$ cat src/rtl/mem_traffic_initiator.sv
// mem_traffic_initiator: credit-limited write sweep followed by a read-back sweep,
// checking returned data and tags against the addr ^ 16'hA5A5 pattern.
module mem_traffic_initiator #(
    parameter int          NUM_REQ         = 16,
    parameter int          MAX_OUTSTANDING = 4,
    parameter logic [15:0] BASE_ADDR       = 16'h0000
) (
    input  logic        clk,
    input  logic        rst_n,
    input  logic        start,
    output logic [15:0] wr_address,
    output logic        wr_en,
    output logic [15:0] wr_data,
    input  logic [15:0] wr_ret_address,
    input  logic        wr_ret_ack,
    output logic [15:0] rd_address,
    output logic        rd_en,
    input  logic [15:0] rd_ret_data,
    input  logic [15:0] rd_ret_address,
    input  logic        rd_ret_ack,
    output logic        busy,
    output logic        done,
    output logic [15:0] err_count,
    output logic [15:0] last_err_addr
);
    typedef enum logic [2:0] {IDLE, WR_ISSUE, WR_DRAIN, RD_ISSUE, RD_DRAIN, DONE} state_t;
    localparam logic [16:0] NREQ  = 17'(NUM_REQ);
    localparam logic [8:0]  NLAST = 9'(NUM_REQ - 1);
    localparam logic [8:0]  NACK  = 9'(NUM_REQ);
    localparam logic [3:0]  MAXO  = 4'(MAX_OUTSTANDING);
    localparam logic [15:0] PAT   = 16'hA5A5;

    state_t      state_q, state_d;
    logic [8:0]  idx_q, idx_d, ack_q, ack_d;
    logic [3:0]  out_q, out_d;
    logic        wr_en_q, wr_en_d, rd_en_q, rd_en_d;
    logic [15:0] wr_addr_q, wr_addr_d, wr_data_q, wr_data_d, rd_addr_q, rd_addr_d;
    logic [15:0] err_q, err_d, last_q, last_d;
    logic        wr_phase, rd_phase, wr_in, rd_in, wr_err, rd_err, comp, issue;
    logic [15:0] cur_addr, wr_off, rd_off;
    logic [16:0] err_sum;

    always_comb begin
        wr_phase = state_q == WR_ISSUE || state_q == WR_DRAIN;
        rd_phase = state_q == RD_ISSUE || state_q == RD_DRAIN;
        wr_off   = wr_ret_address - BASE_ADDR;
        rd_off   = rd_ret_address - BASE_ADDR;
        wr_in    = {1'b0, wr_off} < NREQ;
        rd_in    = {1'b0, rd_off} < NREQ;
        wr_err   = wr_ret_ack && (!wr_phase || !wr_in || out_q == 4'd0);
        rd_err   = rd_ret_ack && (!rd_phase || !rd_in || out_q == 4'd0 ||
                                  rd_ret_data != (rd_ret_address ^ PAT));
        // a data mismatch still completes the read; bad tags and spurious acks do not
        comp     = (wr_ret_ack && wr_phase && wr_in && out_q != 4'd0) ||
                   (rd_ret_ack && rd_phase && rd_in && out_q != 4'd0);
        issue    = (state_q == WR_ISSUE || state_q == RD_ISSUE) && out_q < MAXO;
        cur_addr = BASE_ADDR + {7'd0, idx_q};
        err_sum  = {1'b0, err_q} + {16'd0, wr_err} + {16'd0, rd_err};
        state_d   = state_q;
        idx_d     = issue ? idx_q + 9'd1 : idx_q;
        ack_d     = ack_q + {8'd0, comp};
        out_d     = out_q + {3'd0, issue} - {3'd0, comp};
        wr_en_d   = issue && state_q == WR_ISSUE;
        rd_en_d   = issue && state_q == RD_ISSUE;
        wr_addr_d = wr_en_d ? cur_addr : wr_addr_q;
        wr_data_d = wr_en_d ? cur_addr ^ PAT : wr_data_q;
        rd_addr_d = rd_en_d ? cur_addr : rd_addr_q;
        err_d     = err_sum[16] ? 16'hFFFF : err_sum[15:0];
        last_d    = rd_err ? rd_ret_address : wr_err ? wr_ret_address : last_q;
        case (state_q)
            IDLE, DONE: if (start) begin
                state_d = WR_ISSUE;
                idx_d   = '0;
                ack_d   = '0;
                out_d   = '0;
                err_d   = '0;
                last_d  = '0;
            end
            WR_ISSUE: if (issue && idx_q == NLAST) state_d = WR_DRAIN;
            WR_DRAIN: if (ack_d == NACK) begin
                state_d = RD_ISSUE;
                idx_d   = '0;
                ack_d   = '0;
                out_d   = '0;
            end
            RD_ISSUE: if (issue && idx_q == NLAST) state_d = RD_DRAIN;
            RD_DRAIN: if (ack_d == NACK) state_d = DONE;
            default: state_d = IDLE;
        endcase
    end

    always_ff @(posedge clk or negedge rst_n) begin
        if (!rst_n) begin
            state_q   <= IDLE;
            idx_q     <= '0;
            ack_q     <= '0;
            out_q     <= '0;
            wr_en_q   <= 1'b0;
            rd_en_q   <= 1'b0;
            wr_addr_q <= '0;
            wr_data_q <= '0;
            rd_addr_q <= '0;
            err_q     <= '0;
            last_q    <= '0;
        end else begin
            state_q   <= state_d;
            idx_q     <= idx_d;
            ack_q     <= ack_d;
            out_q     <= out_d;
            wr_en_q   <= wr_en_d;
            rd_en_q   <= rd_en_d;
            wr_addr_q <= wr_addr_d;
            wr_data_q <= wr_data_d;
            rd_addr_q <= rd_addr_d;
            err_q     <= err_d;
            last_q    <= last_d;
        end
    end

    assign wr_en         = wr_en_q;
    assign wr_address    = wr_addr_q;
    assign wr_data       = wr_data_q;
    assign rd_en         = rd_en_q;
    assign rd_address    = rd_addr_q;
    assign busy          = state_q != IDLE && state_q != DONE;
    assign done          = state_q == DONE;
    assign err_count     = err_q;
    assign last_err_addr = last_q;
endmodule
$ cat config.mk
export PLATFORM = sky130hd
export DESIGN_NAME = mem_traffic_initiator
export DESIGN_NICKNAME = d
export VERILOG_FILES = /design/src/rtl/mem_traffic_initiator.sv
export SDC_FILE = /design/constraint.sdc
export NUM_CORES = 1
export LEC_CHECK = 0
export ABC_AREA = 1
export CORE_ASPECT_RATIO = 0.8
export CORE_MARGIN = 1.5
export CORE_UTILIZATION = 52
export DETAILED_ROUTE_END_ITERATION = 10
export PLACE_DENSITY = 0.85
export SYNTH_ARGS = -nofsm -noshare
export SYNTH_HDL_FRONTEND = slang
export SYNTH_SLANG_ARGS = --single-unit
$ cat constraint.sdc
create_clock -name clk -period 7 [get_ports clk]
set_clock_uncertainty 0.05 [all_clocks]
set_input_delay 1.05 -clock clk [delete_from_list [all_inputs] [get_ports clk]]
set_output_delay 1.05 -clock clk [all_outputs]
set_load 0.03 [all_outputs]
==> results.sh <==
export IMPL_status="complete, no violations"
export IMPL_avgSynthCellArea_um2=7.755
export IMPL_ys_top_cells_by_area="dfrtp_1, nand2_1, inv_1"
export IMPL_fp_coreArea_mm2=0.008999
export IMPL_antenna_left=0
export IMPL_grt_pass1_wl_um=18570
export IMPL_synth_top_area_share_pct=43.55
export IMPL_final_setup_tns_ps=0
export IMPL_overflow=0
export IMPL_routed_via_density=5.122
export IMPL_drv_cap=0
export IMPL_hold_path_class="reg2reg"
export IMPL_nNetsFinal=782
export IMPL_synthTopCellsByCount="nand2_1, dfrtp_1, inv_1"
export IMPL_worstPathRequired_ps=7230
export IMPL_post_route_period_util_pct=62.48
export IMPL_synthFlopType="dfrtp_1"
export IMPL_ios=137
export IMPL_antenna_found_initial=0
export IMPL_path_max_fanout=29
export IMPL_finalHoldViolations=0
export IMPL_netlist_instances=615
export IMPL_drive_gt1_share_pct=5.256
export IMPL_syn_to_final_growth_pct=29.72
export IMPL_whs_path_depth=2
export IMPL_initial_core_util_pct=53.00
export IMPL_cp_end_kind="flip-flop"
export IMPL_cp_num_cells=17
export IMPL_dpl_instance_area_mm2=0.005881
export IMPL_vdd_drop_max_uv=235.4
export IMPL_slowest_delay_ps=630
export IMPL_numCtsBuffers=9
export IMPL_post_cts_setup_buffers=0
export IMPL_drc_errors=0
export IMPL_slew_headroom_pct=29.54
export IMPL_drtIter0Drc=207
export IMPL_regToRegSetupSlack_ps=2790
export IMPL_min_to="wr_data[5]$_DFFE_PN0P_"
export IMPL_synth_most_common_cell="nand2_1"
export IMPL_multi_input_area_mm2=0.002151
export IMPL_hp_start="wr_data[5]$_DFFE_PN0P_"
export IMPL_cts_htree_levels=3
export IMPL_die_y_um=88.66
export IMPL_layout_cells_non_filler=838
export IMPL_critPathSlowestCell="fa_1"
export IMPL_netlist_area_mm2=0.004770
export IMPL_n_antenna_cell=0
export IMPL_clock_latency_ps=340
export IMPL_tightest_slew_ps=1057
export IMPL_async_reset_ff_share_pct=100.0
export IMPL_clk_pin_slew_ps=60
export IMPL_synth_edff_count=0
export IMPL_hold_buffers=0
export IMPL_synth_warnings=0
export IMPL_ff2ff_path_depth=18
export IMPL_firstDrtPassIters=6
export IMPL_fmax_mhz=228.6
export IMPL_hpwl_um=8265
export IMPL_grt_util_all_layers_pct=24.62
export IMPL_yosys_cell_types_count=39
export IMPL_final_fill_count=724
export IMPL_ys_ff_latch=83
export IMPL_cts_root_buf="clkbuf_16"
export IMPL_rr_endpoint="err_count[14]$_DFF_PN0_"
export IMPL_die_area_mm2=0.009759
export IMPL_critPathArrivalTime_ps=4600
export IMPL_grt_start_max_net_pins=84
export IMPL_die_x_um=110.1
export IMPL_grt_pass1_vias=4065
export IMPL_setup_worst_path_start="wr_ret_address[4]"
export IMPL_placement_rows=31
export IMPL_power_density_mw_per_mm2=321.6
export IMPL_seqCellArea_mm2=0.002077
export IMPL_maxSlewViolCount=0
export IMPL_rr_startpoint="out_q[2]$_DFF_PN0_"
export IMPL_path_class="in2reg"
export IMPL_synth_top_cell_by_area="dfrtp_1"
export IMPL_crit_buf_inv=5
export IMPL_dp_cells=822
export IMPL_rsz0062_at_grt="no"
export IMPL_io_buffer_count=118
export IMPL_avgRoutedWirePerCell_um=13.47
export IMPL_cp_common_cell="inv_1"
export IMPL_ys_seq_area_share_pct=43.55
export IMPL_clockBufferDepth=2
export IMPL_cts_tree="built"
export IMPL_crit_family="simple AND/OR/NAND/NOR gates"
export IMPL_design_area_mm2=0.006187
export IMPL_vias=4292
export IMPL_p_leak_nw=2.995
export IMPL_layout_min_cycle_time_ps=4374
export IMPL_path_cells="clkdlybuf4s50_1 > inv_1 > nand4_1 > nor2_1 > nand3_2 > nand2_1 > fa_1 > inv_1 > ha_1 > nand3_1 > nor4_4 > nand2_1 > nor2_2 > inv_1 > nand3b_1 > nand2_1 > inv_1"
export IMPL_gp_congestion=0.9524
export IMPL_startpoint_type="input port"
export IMPL_cts_sinks=83
export IMPL_holdWs_ps=430.5
export IMPL_wirelength_um=11280
export IMPL_ctsResizeCount=0
export IMPL_finish_utilization_pct=68.76
export IMPL_setup_viol=0
==> worst register-to-register path, stage by stage (launching register included) <==
cell	delay, ps
dfrtp_1	360
inv_1	80
ha_1	200
inv_1	80
nor3_1	390
nor2_1	130
nand3_2	150
nand2_1	510
fa_1	630
inv_1	90
ha_1	180
nand3_1	180
nor4_4	240
nand2_1	190
nor2_2	160
inv_1	230
nand3b_1	160
nand2_1	60
inv_1	90
==> power breakdown <==
part | total [mW] | internal (mW) | switching, mW | leakage [nW]
clock | 0.488 | 0.282 | 0.206 | 0.147
sequential | 0.661 | 0.586 | 0.0751 | 1.09
combinational | 0.841 | 0.306 | 0.535 | 1.76
==> how the worst max path moves through the flow <==
stage | to
CTS | err_count[13]$_DFF_PN0_
global route | err_count[10]$_DFF_PN0_
floorplan | err_count[13]$_DFF_PN0_
global placement | err_count[13]$_DFF_PN0_
detailed placement | err_count[14]$_DFF_PN0_
finish | err_count[14]$_DFF_PN0_
==> cell usage in the layout, fill, tap and decap left out, drive strengths merged, types with 8 or more instances in the layout <==
| master | instances |
|---|---|
| nor2 | 67 |
| nand3 | 42 |
| dfrtp | 83 |
| o21ai | 46 |
| xnor2 | 8 |
| ha | 9 |
| a21oi | 29 |
| inv | 90 |
| conb | 18 |
| clkbuf | 9 |
| nand4 | 15 |
| clkdlybuf4s50 | 117 |
| xor2 | 19 |
| nand2 | 138 |
==> per-stage QoR <==
stage          power, mW  setup slack (ps)
2_1_floorplan      1.209              3550
3_3_place_gp       1.482              2403
3_5_place_dp       1.505              2351
4_1_cts            2.001              2659
5_1_grt            2.109              2287
6_report           1.990              2626
==> routing by layer <==
layer / part of all wire [%] / vias to the layer above / GRT usage [%] / wire [µm]
met1: 43 / 2010 / 30.19 / 4864
met5: 0 / - / 0 / 0
met3: 7.2 / 16 / 7.069 / 813
met4: 1.1 / 0 / 7.910 / 123
li1: - / 2110 / - / -
met2: 49 / 156 / 42.07 / 5483
==> cell families after synthesis <==
kind of cell / after synthesis / synth area share [%]
fa+ha+maj: 11 / 3.200
compound gates: 83 / 9.496
other cells: 1 / 0.07862
flops: 83 / 43.55
simple gates: 279 / 26.02
xor+xnor: 27 / 4.958
buf+inv: 131 / 12.70
==> sequential cells by signal, summed over array words and instances, names as in the netlist <==
name / cells
wr_data: 10
rd_address: 9
last_err_addr: 16
state_q: 3
ack_q: 9
err_count: 16
wr_en: 1
wr_address: 5
rd_en: 1
idx_q: 9
out_q: 4
==> area by class of cell <==
| type | count | area share (%) |
|---|---|---|
| multi-input cells | 418 | 34.76 |
| flip-flops and latches | 83 | 33.57 |
| repair buffers | 118 | 19.05 |
| inverters | 88 | 5.339 |
| clock buffers | 9 | 3.640 |
| well taps | 115 | 2.326 |
| clock inverters | 7 | 1.314 |
(Power assumes the default switching activity.)
